[src/rtl/matvec_pkg.sv]
// Shared types and helpers for the parametrised matrix-vector multiplier.
// Saturation helper is only referenced when MATVEC_SAT_EN is defined.
package matvec_pkg;

  typedef enum logic [2:0] {IDLE, LOAD_M, LOAD_V, COMPUTE, OUT} state_e;

  localparam int unsigned SAT_W = 64;

  function automatic int unsigned idx_w(input int unsigned n);
    int unsigned w;
    w = 1;
    if (n > 1) w = $clog2(n);
    return w;
  endfunction

  // Per-row cycle counter must reach N+1
  function automatic int unsigned cyc_w(input int unsigned n);
    return idx_w(n + 2);
  endfunction

  // Clamp a+b into a signed w-bit range (w < SAT_W)
  function automatic logic signed [SAT_W-1:0] sat_add(input logic signed [SAT_W-1:0] a,
                                                      input logic signed [SAT_W-1:0] b,
                                                      input int unsigned w);
    logic signed [SAT_W:0] sum;
    logic signed [SAT_W:0] hi;
    logic signed [SAT_W:0] lo;
    sum = (SAT_W+1)'(a) + (SAT_W+1)'(b);
    hi  = ((SAT_W+1)'(1) <<< (w - 1)) - (SAT_W+1)'(1);
    lo  = ~hi;
    if (sum > hi) return SAT_W'(hi);
    if (sum < lo) return SAT_W'(lo);
    return SAT_W'(sum);
  endfunction

endpackage

[src/rtl/matvec_mac.sv]
// Registered signed multiply-accumulate with synchronous clear.
// MATVEC_SAT_EN selects a sticky saturating accumulator instead of wrap-around.
module matvec_mac
  import matvec_pkg::*;
#(
  parameter int unsigned IW = 14,
  parameter int unsigned OW = 2*IW
) (
  input  logic                 clk,
  input  logic                 reset,
  input  logic                 clear,
  input  logic                 valid,
  input  logic signed [IW-1:0] a,
  input  logic signed [IW-1:0] b,
  output logic signed [OW-1:0] acc
);

  logic signed [2*IW-1:0] prod;
  logic signed [OW-1:0]   acc_q, acc_d;

  assign prod = (2*IW)'(a) * (2*IW)'(b);
  assign acc  = acc_q;

`ifdef MATVEC_SAT_EN
  logic                    sat_q, sat_d;
  logic signed [SAT_W-1:0] sum_raw, sum_sat;

  // Once a row clips it holds its clipped value until cleared
  always_comb begin
    acc_d   = acc_q;
    sat_d   = sat_q;
    sum_raw = SAT_W'(acc_q) + SAT_W'(prod);
    sum_sat = sat_add(SAT_W'(acc_q), SAT_W'(prod), OW);
    if (clear) begin
      acc_d = '0;
      sat_d = 1'b0;
    end else if (valid && !sat_q) begin
      acc_d = OW'(sum_sat);
      sat_d = (sum_sat != sum_raw);
    end
  end

  always_ff @(posedge clk) begin
    if (!reset) begin
      acc_q <= '0;
      sat_q <= 1'b0;
    end else begin
      acc_q <= acc_d;
      sat_q <= sat_d;
    end
  end
`else
  always_comb begin
    acc_d = acc_q;
    if (clear)      acc_d = '0;
    else if (valid) acc_d = acc_q + OW'(prod);
  end

  always_ff @(posedge clk) begin
    if (!reset) acc_q <= '0;
    else        acc_q <= acc_d;
  end
`endif

endmodule

[src/rtl/matvec_param.sv]
// N x N signed matrix-vector multiplier with a reusable stored matrix.
// Optional saturating accumulation via MATVEC_SAT_EN (see matvec_mac).
module matvec_param
  import matvec_pkg::*;
#(
  parameter int unsigned N  = 8,
  parameter int unsigned IW = 14,
  parameter int unsigned OW = 2*IW
) (
  input  logic                 clk,
  input  logic                 reset,
  input  logic                 input_valid,
  output logic                 input_ready,
  input  logic signed [IW-1:0] input_data,
  input  logic                 new_matrix,
  output logic                 output_valid,
  input  logic                 output_ready,
  output logic signed [OW-1:0] output_data
);

  localparam int unsigned NN = N*N;
  localparam int unsigned AW = idx_w(NN);
  localparam int unsigned VW = idx_w(N);
  localparam int unsigned CW = cyc_w(N);

  state_e               state_q, state_d;
  logic [AW-1:0]        cnt_q, cnt_d;
  logic [VW-1:0]        row_q, row_d;
  logic [CW-1:0]        cyc_q, cyc_d;
  logic                 loaded_q, loaded_d;
  logic                 in_ready_q, in_ready_d;
  logic                 out_valid_q, out_valid_d;
  logic signed [OW-1:0] out_data_q, out_data_d;
  logic signed [IW-1:0] rd_m_q, rd_m_d, rd_x_q, rd_x_d;
  logic                 rd_v_q, rd_v_d;

  logic signed [IW-1:0] mat_mem [NN];
  logic signed [IW-1:0] vec_mem [N];

  logic                 mat_we, vec_we, mac_clear;
  logic [AW-1:0]        mat_raddr;
  logic                 in_fire, out_fire, last_m, last_v, cmp_done, last_row;
  logic signed [OW-1:0] acc;

  assign in_fire   = input_valid && in_ready_q;
  assign out_fire  = output_ready && out_valid_q;
  assign last_m    = (cnt_q == AW'(NN - 1));
  assign last_v    = (cnt_q == AW'(N - 1));
  assign cmp_done  = (cyc_q == CW'(N + 1));
  assign last_row  = (row_q == VW'(N - 1));
  assign mat_raddr = AW'(32'(row_q) * N + 32'(cyc_q));

  // State register
  always_ff @(posedge clk) begin
    if (!reset) state_q <= IDLE;
    else        state_q <= state_d;
  end

  // Next-state logic
  always_comb begin
    state_d = state_q;
    unique case (state_q)
      IDLE:    if (in_fire) state_d = new_matrix ? LOAD_M : LOAD_V;
      LOAD_M:  if (in_fire && last_m) state_d = LOAD_V;
      LOAD_V:  if (in_fire && last_v) state_d = COMPUTE;
      COMPUTE: if (cmp_done) state_d = OUT;
      OUT:     if (out_fire) state_d = last_row ? IDLE : COMPUTE;
      default: state_d = IDLE;
    endcase
  end

  // Datapath and output next values; the first packet element lands in IDLE
  always_comb begin
    cnt_d       = cnt_q;
    row_d       = row_q;
    cyc_d       = cyc_q;
    loaded_d    = loaded_q;
    out_data_d  = out_data_q;
    rd_m_d      = rd_m_q;
    rd_x_d      = rd_x_q;
    rd_v_d      = 1'b0;
    mat_we      = 1'b0;
    vec_we      = 1'b0;
    mac_clear   = 1'b0;
    in_ready_d  = (state_d == IDLE) || (state_d == LOAD_M) || (state_d == LOAD_V);
    out_valid_d = (state_d == OUT);
    unique case (state_q)
      IDLE: if (in_fire) begin
        cnt_d  = AW'(1);
        mat_we = new_matrix;
        vec_we = !new_matrix;
      end
      LOAD_M: if (in_fire) begin
        mat_we = 1'b1;
        cnt_d  = cnt_q + AW'(1);
        if (last_m) begin
          cnt_d    = '0;
          loaded_d = 1'b1;
        end
      end
      LOAD_V: if (in_fire) begin
        vec_we = 1'b1;
        cnt_d  = cnt_q + AW'(1);
        if (last_v) begin
          cnt_d     = '0;
          row_d     = '0;
          cyc_d     = '0;
          mac_clear = 1'b1;
        end
      end
      COMPUTE: begin
        if (cmp_done) out_data_d = acc;
        else          cyc_d = cyc_q + CW'(1);
        if (cyc_q < CW'(N)) begin
          rd_v_d = 1'b1;
          rd_m_d = loaded_q ? mat_mem[mat_raddr] : '0;
          rd_x_d = vec_mem[cyc_q[VW-1:0]];
        end
      end
      OUT: if (out_fire && !last_row) begin
        row_d     = row_q + VW'(1);
        cyc_d     = '0;
        mac_clear = 1'b1;
      end
      default: ;
    endcase
  end

  always_ff @(posedge clk) begin
    if (!reset) begin
      cnt_q       <= '0;
      row_q       <= '0;
      cyc_q       <= '0;
      loaded_q    <= 1'b0;
      in_ready_q  <= 1'b0;
      out_valid_q <= 1'b0;
      out_data_q  <= '0;
      rd_m_q      <= '0;
      rd_x_q      <= '0;
      rd_v_q      <= 1'b0;
    end else begin
      cnt_q       <= cnt_d;
      row_q       <= row_d;
      cyc_q       <= cyc_d;
      loaded_q    <= loaded_d;
      in_ready_q  <= in_ready_d;
      out_valid_q <= out_valid_d;
      out_data_q  <= out_data_d;
      rd_m_q      <= rd_m_d;
      rd_x_q      <= rd_x_d;
      rd_v_q      <= rd_v_d;
    end
  end

  // Element storage is not reset; validity is tracked by loaded_q
  always_ff @(posedge clk) begin
    if (mat_we) mat_mem[cnt_q] <= input_data;
    if (vec_we) vec_mem[cnt_q[VW-1:0]] <= input_data;
  end

  matvec_mac #(.IW(IW), .OW(OW)) u_mac (
    .clk   (clk),
    .reset (reset),
    .clear (mac_clear),
    .valid (rd_v_q),
    .a     (rd_m_q),
    .b     (rd_x_q),
    .acc   (acc)
  );

  assign input_ready  = in_ready_q;
  assign output_valid = out_valid_q;
  assign output_data  = out_data_q;

endmodule

[config.mk]
export PLATFORM = sky130hd
export DESIGN_NAME = matvec_param
export DESIGN_NICKNAME = d
export VERILOG_FILES = /design/src/rtl/matvec_pkg.sv /design/src/rtl/matvec_mac.sv /design/src/rtl/matvec_param.sv
export SDC_FILE = /design/constraint.sdc
export NUM_CORES = 2
export LEC_CHECK = 0
export BUFFER_PORTS_ARGS = -buffer_cell sky130_fd_sc_hd__buf_2
export CAP_MARGIN = 40
export CELL_PAD_IN_SITES_DETAIL_PLACEMENT = 1
export CELL_PAD_IN_SITES_GLOBAL_PLACEMENT = 2
export CORE_MARGIN = 2
export CORE_UTILIZATION = 38
export DETAILED_ROUTE_END_ITERATION = 12
export GPL_ROUTABILITY_DRIVEN = 0
export PLACE_DENSITY_LB_ADDON = 0.1
export SLEW_MARGIN = 20
export SYNTH_ARGS = -nofsm -noshare
export SYNTH_HDL_FRONTEND = slang
export SYNTH_SLANG_ARGS = --single-unit
export TNS_END_PERCENT = 100
[constraint.sdc]
create_clock -name clk -period 10.7 [get_ports clk]
set_clock_uncertainty 0.05 [all_clocks]
set_input_delay 1.07 -clock clk [delete_from_list [all_inputs] [get_ports clk]]
set_output_delay 1.07 -clock clk [all_outputs]
set_load 0.005 [all_outputs]
==> results_tabular.tex <==
\begin{tabular}{lr}
\hline
Metric & Value \\
\hline
\multicolumn{2}{l}{\textbf{Clock tree}} \\
TritonCTS clock tree & done \\
Total clock buffers created by CTS & 117 \\
Sink count of the clock tree & 1,112 \\
Number of setup buffers added after CTS & 0 \\
Worst-path clk slew & 60 ps \\
Number of buffers inserted by hold repair at cts & 0 \\
Clock Tree Root & clkbuf\_16 \\
Count of H-tree levels built during CTS & 3 \\
Post-cts gate resize count & 0 \\
Clock latency on the worst-skew pair & 760 ps \\
Maximum root-to-sink buffer count & 3 \\
\multicolumn{2}{l}{\textbf{Route}} \\
DR iter-0 viols & 1,694 \\
Vias/cell & 5.23 \\
Count of nets left with antenna violations after detail routing & 0 \\
Routed wire length & 129 mm \\
Drt pass-1 iters & 5 \\
Post-detailed-route wirelength per cell & 25.6 um \\
Residual DRC count & 0 \\
Count of vias placed by the detailed router & 26,300 \\
\multicolumn{2}{l}{\textbf{Synthesis}} \\
Library cells used by synthesis & 63 \\
Total nets after synthesis & 3,344 \\
Top flip-flop cell by instance count after synthesis & edfxtp\_1 \\
Cell count after synthesis & 3,006 \\
\#FFs+latches synth & 1,112 \\
Synth Cell Area & 51,400 sq um \\
Yosys synthesis warning count & 0 \\
Count of flip-flops with a built-in enable after synthesis & 1,008 \\
Mean instance size in the synthesized netlist & 17.1 sq um \\
Sequential fraction of the synthesis area & 0.629 \\
Share of flip-flops with an asynchronous set or reset after synthesis & 0 \\
\multicolumn{2}{l}{\textbf{Floorplan}} \\
Core outline area & 134,000 sq um \\
Number of placement rows & 134 \\
Die Width & 372 um \\
Height of the chip & 372 um \\
Initial Util & 0.384 \\
Full die area & 138,000 sq um \\
Number of top-level design ports & 49 \\
\multicolumn{2}{l}{\textbf{Timing}} \\
Transition time of the tightest slew-check pin & 1090 ps \\
Total setup violations reported at the end of the flow & 0 \\
Final clock period utilization by the worst path & 0.650 \\
Max Freq & 144 MHz \\
Max transition margin & 0.276 \\
Min Tclk post-route & 6950 ps \\
Hold\_ws & 409 ps \\
Unrepaired setup endpoints after global routing & no \\
Final count of hold timing violations & 0 \\
Number of slew-limit violations in the final report & 0 \\
Setup\_tns & 0 ps \\
\multicolumn{2}{l}{\textbf{Worst setup path}} \\
Destination of the worst register-to-register timing path & u\_mac.acc[25] \\
Critical Path Start Type & flip-flop \\
Highest net fanout along the worst path & 15 \\
Req. time, crit path & 11,240 ps \\
Cell-by-cell listing of the critical path & nand2\_1 > inv\_1 > fa\_1 > inv\_1 > fa\_1 > inv\_1 > fa\_1 > fa\_1 > fa\_1 > inv\_1 > fa\_1 > inv\_1 > ha\_1 > nand3\_1 > nor3\_1 > a2111oi\_4 > a21oi\_1 > o21a\_1 > or3\_1 > a32o\_1 \\
Crit path buffers/inverters & 5 \\
Total number of cells along the worst setup path & 20 \\
Worst Setup Path Type & reg -> reg \\
End point of the critical path & u\_mac.acc[25] \\
Reg2Reg Depth & 20 \\
Dominant delay contributor by cell family on the critical path & adder cells \\
Critical Path End Type & flip-flop \\
Slack of the worst reg-to-reg path & 3750 ps \\
Most common cell on crit path & fa\_1 \\
Source of the critical timing path & rd\_m\_q[13] \\
Delay of the slowest cell on the worst path & 690 ps \\
CP arrival & 7490 ps \\
Cell with the largest stage delay on the worst path & dfxtp\_1 \\
Origin of the critical flop-to-flop path & rd\_m\_q[13] \\
\multicolumn{2}{l}{\textbf{Power and ir drop}} \\
P\_leak & 20.2 nW \\
Worst vdd ir & 0.141 mV \\
Ratio of total power to cell area & 154 nW/um\^{}2 \\
\multicolumn{2}{l}{\textbf{Global routing}} \\
Initial antenna violation count & 4 \\
All-layer global routing usage & 0.191 \\
Global-route wire length before repair & 194 mm \\
Total congestion overflow after global routing & 0 \\
Pin count of the biggest net entering global routing & 141 \\
Number of global-route vias before repair & 29,100 \\
\multicolumn{2}{l}{\textbf{Final layout}} \\
Share of post-route cells with drive strength above 1 & 0.219 \\
Antenna Cells & 0 \\
Area delta synth->final & 14.1\% \\
Fin util & 0.438 \\
Number of nets in the final layout & 3,485 \\
\multicolumn{2}{l}{\textbf{Place}} \\
Number of buffers added on ports & 48 \\
Post-DP HPWL & 86.6 mm \\
\multicolumn{2}{l}{\textbf{Worst hold path}} \\
Hold Crit Class & reg -> reg \\
\multicolumn{2}{l}{\textbf{Job}} \\
Max-Cap Viols & 0 \\
\multicolumn{2}{l}{\textbf{Status}} \\
Outcome & completed \\
\hline
\end{tabular}
-- worst min-delay path, delay by kind of cell, from the launching register on --
kind            cells  cell delay [ps]
flops               1              300
compound gates      1               60
simple gates        1               50
-- layout by cell type (no fill, tap or decap), drive strengths merged, types with 9 or more instances in the layout --
cell and n:
nor3 10, buf 159, dfxtp 104, nand2b 16, nor2 115, a21oi 53, clkinv 63, o21ai 47
ha 89, inv 327, xnor2 23, a211oi 9, clkbuf 142, o211a 15, mux2i 43, nand3 19
xor2 13, a21o 9, bufinv 11, nand2 220, fa 230, and2 102, edfxtp 1008, a21boi 32
mux4 308
-- Yosys cell counts, types with 7 or more instances --
master,number,area [sq um]
nor2b_1,7,43.8
a211oi_1,8,60.1
xnor2_1,23,201
mux4_2,308,6940
nand2_1,219,822
nor3_1,10,50.1
dfxtp_1,104,2080
nor2_1,114,428
inv_1,324,1220
a21boi_0,31,233
buf_1,17,63.8
nand3b_1,7,52.6
nand2b_1,16,100
o21bai_1,7,52.6
a21oi_1,53,265
buf_2,35,175
xor2_1,13,114
edfxtp_1,1008,30300
fa_1,230,4600
o21ai_0,31,155
clkbuf_1,78,293
o211a_1,15,150
a21o_1,9,67.6
nand3_1,19,95.1
mux2i_1,43,430
and2_1,102,638
o21ai_1,16,80.1
ha_1,89,1110
-- sequential cells by signal (all words and copies together) (netlist names) --
| name | flops |
|---|---|
| input_ready | 1 |
| rd_x_q | 14 |
| output_valid | 1 |
| state_q | 3 |
| row_q | 3 |
| vec_mem | 112 |
| u_mac.acc | 28 |
| rd_v_q | 1 |
| cnt_q | 6 |
| rd_m_q | 14 |
| cyc_q | 4 |
| output_data | 28 |
| mat_mem | 896 |
| loaded_q | 1 |
-- where the power goes --
group	internal, mW	switching (mW)	leakage, nW
logic	0.0886	0.152	8.44
clock network	2.31	1.74	1.88
registers	4.74	0.00894	9.90
total	7.14	1.90	20.2
-- worst min path at each step --
stage / startpoint / endpoint / slack (ps) / cells after the start
2_1_floorplan: u_mac.acc[13] / output_data[13] / 390 / 2
3_5_place_dp: output_data[8] / output_data[8] / 410 / 2
4_1_cts: output_data[8] / output_data[8] / 410 / 2
3_3_place_gp: output_data[21] / output_data[21] / 400 / 2
6_report: output_data[8] / output_data[8] / 410 / 2
5_1_grt: output_data[4] / output_data[4] / 440 / 2
-- metal layers --
| layer | vias up | share of wire | GRT usage |
|---|---|---|---|
| li1 | 11400 | - | - |
| met1 | 14200 | 0.44 | 0.263 |
| met2 | 494 | 0.50 | 0.321 |
| met3 | 170 | 0.038 | 0.0270 |
| met4 | 2 | 0.021 | 0.0468 |
| met5 | - | 0.00010 | 0 |
-- through the flow --
stage               power [mW]  setup slack, ps  instance area (sq um)  std cells
finish                    9.04             3750                  58700       5017
global route              9.31             3190                  58700       5017
CTS                       9.14             3630                  58500       5008
detailed placement        5.08             3640                  54600       4787
global placement          5.07             3780                  53900       4739
floorplan                 4.95             4380                  51400       3006
-- kinds of logic (layout without fill, tap and decap cells) --
kind of cell | Yosys count | after routing | synth area share
compound gates | 203 | 203 | 0.0268
xor+xnor | 37 | 37 | 0.00657
fa+ha+maj | 319 | 319 | 0.111
buf+inv | 461 | 704 | 0.0352
flops | 1112 | 1112 | 0.629
mux | 351 | 351 | 0.143
simple gates | 523 | 523 | 0.0475
-- cell type report --
cell class	instances	area, sq um
Clock inverter	79	781
Fill cell	12900	75100
Inverter	324	1220
Clock buffer	142	3070
Sequential cell	1112	32400
Tap cell	1768	2210
Timing Repair Buffer	159	1570
Multi-Input combinational cell	1433	17400
(Power assumes the default switching activity.)
